**src/rtl/wait_controller.sv**
```systemverilog
// wait_controller: multi-cycle instruction sequencer with a bounded memory wait and sticky timeout fault.
// Optional interrupt entry state and irq/irq_ack ports are enabled by defining WAITCTL_IRQ_EN.
module wait_controller #(
   parameter int         TIMEOUT  = 15,
   parameter int         CNT_W    = 4,
   parameter logic [3:0] LINK_REG = 4'hF
) (
   input  logic        clk,
   input  logic        rst,
   input  logic [15:0] instruction,
   input  logic        mem_ready,
`ifdef WAITCTL_IRQ_EN
   input  logic        irq,
   output logic        irq_ack,
`endif
   output logic [3:0]  oper,
   output logic [3:0]  func,
   output logic [3:0]  cond,
   output logic [7:0]  immediate,
   output logic [3:0]  dstaddr,
   output logic [3:0]  srcaddr,
   output logic        alusrca,
   output logic        alusrcb,
   output logic        sign_ext_imm,
   output logic        memread,
   output logic        memwrite,
   output logic        regwrite,
   output logic        pcwrite,
   output logic [1:0]  regsrc,
   output logic [1:0]  pcaddrsrc,
   output logic        busy,
   output logic        fault
);

`ifdef WAITCTL_IRQ_EN
   typedef enum logic [2:0] {BOOT, DECODE, CALC, MEMWAIT, LOAD, FAULT, IRQ} state_t;
`else
   typedef enum logic [2:0] {BOOT, DECODE, CALC, MEMWAIT, LOAD, FAULT} state_t;
`endif

   state_t           state, nxt;
   logic [CNT_W-1:0] cnt;
   logic             is_load, is_store, no_wb, in_irq;

   assign oper      = instruction[15:12];
   assign func      = instruction[7:4];
   assign immediate = instruction[7:0];
   assign srcaddr   = instruction[3:0];
   assign cond      = (oper == 4'h4 && func == 4'hD) ? instruction[3:0] : func;

   assign is_load  = oper == 4'h4 && func == 4'h0;
   assign is_store = oper == 4'h4 && func == 4'h4;

`ifdef WAITCTL_IRQ_EN
   assign in_irq = state == IRQ;
`else
   assign in_irq = 1'b0;
`endif

   // Interrupt entry writes the return link into a fixed register.
   assign dstaddr = in_irq ? LINK_REG : instruction[11:8];

   assign alusrca      = !(oper == 4'hC || (oper == 4'h4 && (func == 4'h0 || func == 4'h8)));
   assign alusrcb      = (|oper[1:0]) || (oper == 4'h8 && func[3:2] == 2'b00);
   assign sign_ext_imm = ((oper[3:2] == 2'b01 || oper[3:2] == 2'b10) && (|oper[1:0]))
                         || oper == 4'hC || oper == 4'hE;
   assign regsrc       = (in_irq || (oper == 4'h4 && func == 4'h8)) ? 2'b01 :
                         is_load ? 2'b10 : 2'b00;

   assign no_wb = oper == 4'hB || oper == 4'hC
                  || (oper == 4'h0 && (func == 4'h0 || func == 4'hB))
                  || (oper == 4'h4 && (func == 4'h0 || func == 4'h4 || func == 4'hC));

   assign busy      = state == MEMWAIT;
   assign fault     = state == FAULT;
   assign pcaddrsrc = {!pcwrite, (state == BOOT) ? 1'b0 : !alusrca};

   always_comb begin
      nxt      = state;
      memread  = 1'b0;
      memwrite = 1'b0;
      regwrite = 1'b0;
      pcwrite  = 1'b0;
`ifdef WAITCTL_IRQ_EN
      irq_ack  = 1'b0;
`endif
      case (state)
         BOOT: nxt = DECODE;
`ifdef WAITCTL_IRQ_EN
         DECODE: nxt = irq ? IRQ : CALC;
         IRQ: begin
            regwrite = 1'b1;
            pcwrite  = 1'b1;
            irq_ack  = 1'b1;
            nxt      = DECODE;
         end
`else
         DECODE: nxt = CALC;
`endif
         CALC: begin
            memread  = is_load;
            memwrite = is_store;
            regwrite = !no_wb;
            pcwrite  = is_store ? mem_ready : !is_load;
            nxt      = (is_load && mem_ready) ? LOAD :
                       ((is_load || is_store) && !mem_ready) ? MEMWAIT : DECODE;
         end
         MEMWAIT: begin
            memread  = is_load;
            memwrite = is_store;
            pcwrite  = is_store && mem_ready;
            // A completing access wins over a timeout on the same cycle.
            nxt      = mem_ready ? (is_load ? LOAD : DECODE) :
                       (cnt >= CNT_W'(TIMEOUT - 1)) ? FAULT : MEMWAIT;
         end
         LOAD: begin
            regwrite = 1'b1;
            pcwrite  = 1'b1;
            nxt      = DECODE;
         end
         FAULT: nxt = FAULT;
         default: nxt = BOOT;
      endcase
   end

   always_ff @(posedge clk) begin
      if (!rst) begin
         state <= BOOT;
         cnt   <= '0;
      end else begin
         state <= nxt;
         cnt   <= (nxt == CALC) ? '0 :
                  (state == MEMWAIT && !mem_ready && cnt < CNT_W'(TIMEOUT)) ? cnt + CNT_W'(1) : cnt;
      end
   end

endmodule

```
**config.mk**
```make
export PLATFORM = sky130hd
export DESIGN_NAME = wait_controller
export DESIGN_NICKNAME = d
export VERILOG_FILES = /design/src/rtl/wait_controller.sv
export SDC_FILE = /design/constraint.sdc
export NUM_CORES = 1
export LEC_CHECK = 0
export BUFFER_PORTS_ARGS = -buffer_cell sky130_fd_sc_hd__clkbuf_2
export CAP_MARGIN = 0
export CORE_MARGIN = 5
export CORE_UTILIZATION = 45
export CTS_CLUSTER_DIAMETER = 30
export DETAILED_ROUTE_END_ITERATION = 7
export PLACE_DENSITY = 0.85
export SETUP_SLACK_MARGIN = 0.2
export SLEW_MARGIN = 20
export SYNTH_ARGS = -nofsm -noshare
export SYNTH_HDL_FRONTEND = slang
export SYNTH_SLANG_ARGS = --single-unit
```
**constraint.sdc**
```tcl
create_clock -name clk -period 4.04 [get_ports clk]
set_clock_uncertainty 0.15 [all_clocks]
set_input_delay 0.404 -clock clk [delete_from_list [all_inputs] [get_ports clk]]
set_output_delay 0.404 -clock clk [all_outputs]
set_load 0.02 [all_outputs]
```
==> parameters.txt <==
Parameter                              Value

Status
  Result of the run ... finished clean

Power and ir drop
  Leakage ... 0.485 nW
  Internal power of the cells ... 0.140 mW
  Pwr Density ... 226 nW/um^2
  Share of power burned in registers ... 33.6%
  Final Power ... 0.235 mW
  Share of total power in combinational logic ... 37.8%
  Fraction of power consumed by the clock network ... 28.7%
  Peak VDD IR ... 0.000193 V
  Net switching component of the power ... 0.0948 mW
  Sw Share ... 40.3%

Layout
  Number of nets in the final layout ... 175
  Number of non-filler instances in the completed layout ... 176
  Share of final-layout standard cells stronger than drive strength 1 ... 43.0%
  Number of inserted diodes ... 0
  Area Overhead vs Synth ... 13.7%

Floorplan
  # IOs ... 60
  Die Y-Extent ... 55.1 um
  Initial core utilization ... 47.1%
  Number of standard-cell rows in the floorplan ... 16
  Die outline area ... 3030 sq um
  Die outline width ... 55.1 um
  Core region area ... 1940 sq um

Synthesis
  Cells after Synth ... 121
  Synth async-reset ratio ... 0%
  Number of distinct standard cells referenced by the synthesized netlist ... 41
  Net count after synthesis ... 146
  Register area share after synthesis ... 15.3%
  Synth top area share ... 19.7%
  Count of flip-flops with a built-in enable after synthesis ... 0
  Yosys top cell by area ... sky130_fd_sc_hd__buf_4
  Syn Std Cell Area ... 915 sq um
  Flop and latch count out of synthesis ... 7
  Prevailing post-synth register cell ... sky130_fd_sc_hd__dfxtp_1
  Top cells by area, synth ... sky130_fd_sc_hd__buf_4 20%, sky130_fd_sc_hd__dfxtp_1 15%, sky130_fd_sc_hd__ha_1 8.2%, sky130_fd_sc_hd__a21oi_1 3.8%, sky130_fd_sc_hd__inv_1 3.3%
  Avg Synthesized Cell Area ... 7.56 sq um
  Number of warnings printed during yosys synthesis ... 0

Timing
  Number of setup violations in the final report ... 0
  Number of failing hold endpoints at the final stage ... 0
  Clock period minus final worst setup slack ... 2.59 ns
  Unrepaired setup endpoints after global routing ... false
  Final hold slack ... 0.250 ns
  Worst slew margin relative to its limit ... 62.3%
  Maximum clock rate ... 387 MHz
  Final Max Tran Viols ... 0
  Final cycle utilization of the critical path ... 64.0%
  Worst-margin pin slew ... 0.565 ns
  Final sum of negative setup slack ... 0 ns

Critical path
  Crit Reg-Reg Endpoint ... cnt[3]$_SDFFE_PP0P_
  Minimum setup slack among reg-to-reg paths ... 2.36 ns
  Biggest fanout along the worst timing path ... 5
  CP peak stage delay ... 0.48 ns
  CP startpoint kind ... input port
  Cells along the critical path ... clkbuf_2 > inv_1 > ha_1 > or3b_4 > or3_2 > nor3_1 > clkbuf_2
  Count of cells along the worst register-to-register path ... 3
  Critical path capture point type ... output pin
  Crit path arrival time ... 2.03 ns
  Kind of critical path ... in2out
  Slowest cell on crit path ... sky130_fd_sc_hd__or3_2
  Data required, critical path ... 3.49 ns
  Reg-to-Reg Start ... state[1]$_SDFF_PN0_
  Dominant cell type by count on the critical path ... sky130_fd_sc_hd__clkbuf_2

Placement
  Half-perimeter wire length of the detailed placement result ... 1.97 mm
  Port Buf Inserts ... 51
  Inst Count DP ... 172
  Routability-driven placement congestion ratio ... 0.889

Clock tree
  Insertion delay of the later-clocked pin in the worst-skew pair ... 0.27 ns
  Number of buffers inserted by post-CTS setup repair ... 0
  Cts-stage hold buffer count ... 0
  Clock tree from TritonCTS ... built
  Clock root buffer ... sky130_fd_sc_hd__clkbuf_4
  Clock edge transition at the registers on the reported setup and hold paths ... 0.06 ns
  Number of buffers added by the clock tree synthesis step ... 3
  Post-cts repair resize count ... 0
  Count of H-tree levels built during CTS ... 1
  Max Root-Sink Buffers ... 2
  Number of clock sinks ... 7

GRT
  Total gr overflow ... 0
  Global Route Usage Sum ... 16.0%
  First-pass GRT wire length ... 3.51 mm
  Initial antenna violation count ... 0
  Largest net degree at the start of global routing ... 14
  Vias in the first global route ... 832

Drt
  Via/cell ratio ... 5.58
  Total length of routed wires ... 2.40 mm
  Remaining number of nets flagged by the antenna check after routing ... 0
  Final routed DRC violation total ... 0
  Routed wire per std cell ... 13.7 um
  Total number of vias ... 982
  Number of iterations in the first detailed-routing pass ... 4
  Iter 0 DRT Violations ... 28

Hold path
  Hold Path Cell Cnt ... 3
  Class of the tightest hold or removal check ... in2reg
  Hold Path End ... state[1]$_SDFF_PN0_
  Worst Min Path Start ... rst

Job
  Max-cap violations ... 0
[Yosys cell counts, types with 2 or more instances]
library cell and instances:
sky130_fd_sc_hd__buf_4 24, sky130_fd_sc_hd__inv_1 8, sky130_fd_sc_hd__clkbuf_1 3, sky130_fd_sc_hd__o21a_1 3, sky130_fd_sc_hd__nor3b_1 4, sky130_fd_sc_hd__nand3_1 5, sky130_fd_sc_hd__or3_1 2, sky130_fd_sc_hd__a31oi_1 2
sky130_fd_sc_hd__a211oi_1 2, sky130_fd_sc_hd__ha_1 6, sky130_fd_sc_hd__nor3_1 5, sky130_fd_sc_hd__o31ai_1 2, sky130_fd_sc_hd__and3_1 2, sky130_fd_sc_hd__nor2_1 5, sky130_fd_sc_hd__o21ai_0 4, sky130_fd_sc_hd__dfxtp_1 7
sky130_fd_sc_hd__nand2b_1 2, sky130_fd_sc_hd__a21oi_1 7, sky130_fd_sc_hd__nand2_1 5, sky130_fd_sc_hd__nor4_1 2
[critical path, delay by kind of cell]
kind          cells  cell delay (ns)
fa+ha+maj         1             0.15
simple gates      3             1.07
buf+inv           3             0.40
[placed cells by master, fill, tap and decap left out, types with 3 or more instances in the layout]
master | netlist | routed
sky130_fd_sc_hd__nand3_1 | 5 | 5
sky130_fd_sc_hd__nand2_1 | 5 | 5
sky130_fd_sc_hd__clkbuf_4 | 0 | 3
sky130_fd_sc_hd__a21oi_1 | 7 | 7
sky130_fd_sc_hd__o21a_1 | 3 | 3
sky130_fd_sc_hd__dfxtp_1 | 7 | 7
sky130_fd_sc_hd__nor3_1 | 5 | 5
sky130_fd_sc_hd__nor3b_1 | 4 | 4
sky130_fd_sc_hd__nor2_1 | 5 | 5
sky130_fd_sc_hd__o21ai_0 | 4 | 4
sky130_fd_sc_hd__inv_1 | 8 | 8
sky130_fd_sc_hd__clkbuf_2 | 0 | 51
sky130_fd_sc_hd__ha_1 | 6 | 6
[registers in the layout, indices dropped and copies added, names as in the netlist]
register / flops
state: 3
cnt: 4
[area by class of cell]
| class | instances | area (sq um) |
|---|---|---|
| Inverter | 8 | 30.0 |
| Clock inverter | 1 | 5.00 |
| Fill cell | 191 | 902 |
| Clock buffer | 3 | 22.5 |
| Multi-Input combinational cell | 79 | 553 |
| Timing Repair Buffer | 51 | 255 |
| Sequential cell | 7 | 140 |
| Tap cell | 27 | 33.8 |
[logic make-up after synthesis]
logic type               after synthesis  synth area share [%]
AO/OA/AOI/OAI                         29                  21.9
adder cells (fa/ha/maj)                6                  8.21
buffers and inverters                 35                  24.2
flip-flops                             7                  15.3
AND/OR/NAND/NOR                       44                  30.4
[how the worst max path moves through the flow]
stage          slack [ns]       to            start
4_1_cts              1.47  memread  instruction[15]
6_report             1.45  memread  instruction[15]
3_3_place_gp         1.54  memread  instruction[15]
5_1_grt              1.39  memread  instruction[15]
3_5_place_dp         1.47  memread  instruction[15]
2_1_floorplan        1.57  memread  instruction[15]
[layer usage]
layer / vias up / GRT usage (%) / routed length [um]
met5: - / 0 / 0
met4: 0 / 12.6 / 59
met3: 6 / 2.95 / 265
met2: 57 / 27.0 / 1130
met1: 439 / 17.5 / 953
li1: 480 / - / -
[power groups by stage]
| stage | logic [mW] | clock network (mW) | registers, mW |
|---|---|---|---|
| 2_1_floorplan | 0.0774 | 0 | 0.0751 |
| 5_1_grt | 0.0964 | 0.0757 | 0.0801 |
| 6_report | 0.0888 | 0.0674 | 0.0789 |
| 4_1_cts | 0.0890 | 0.0713 | 0.0787 |
| 3_5_place_dp | 0.0887 | 0 | 0.0803 |
| 3_3_place_gp | 0.0864 | 0 | 0.0797 |
[per-stage QoR]
stage	setup slack, ns	utilization (%)	cell area [sq um]
2_1_floorplan	1.57	-	915
3_3_place_gp	1.54	52.1	1010
3_5_place_dp	1.47	52.1	1010
4_1_cts	1.47	53.5	1040
5_1_grt	1.39	53.5	1040
6_report	1.45	53.5	1040
(Power assumes the default switching activity.)
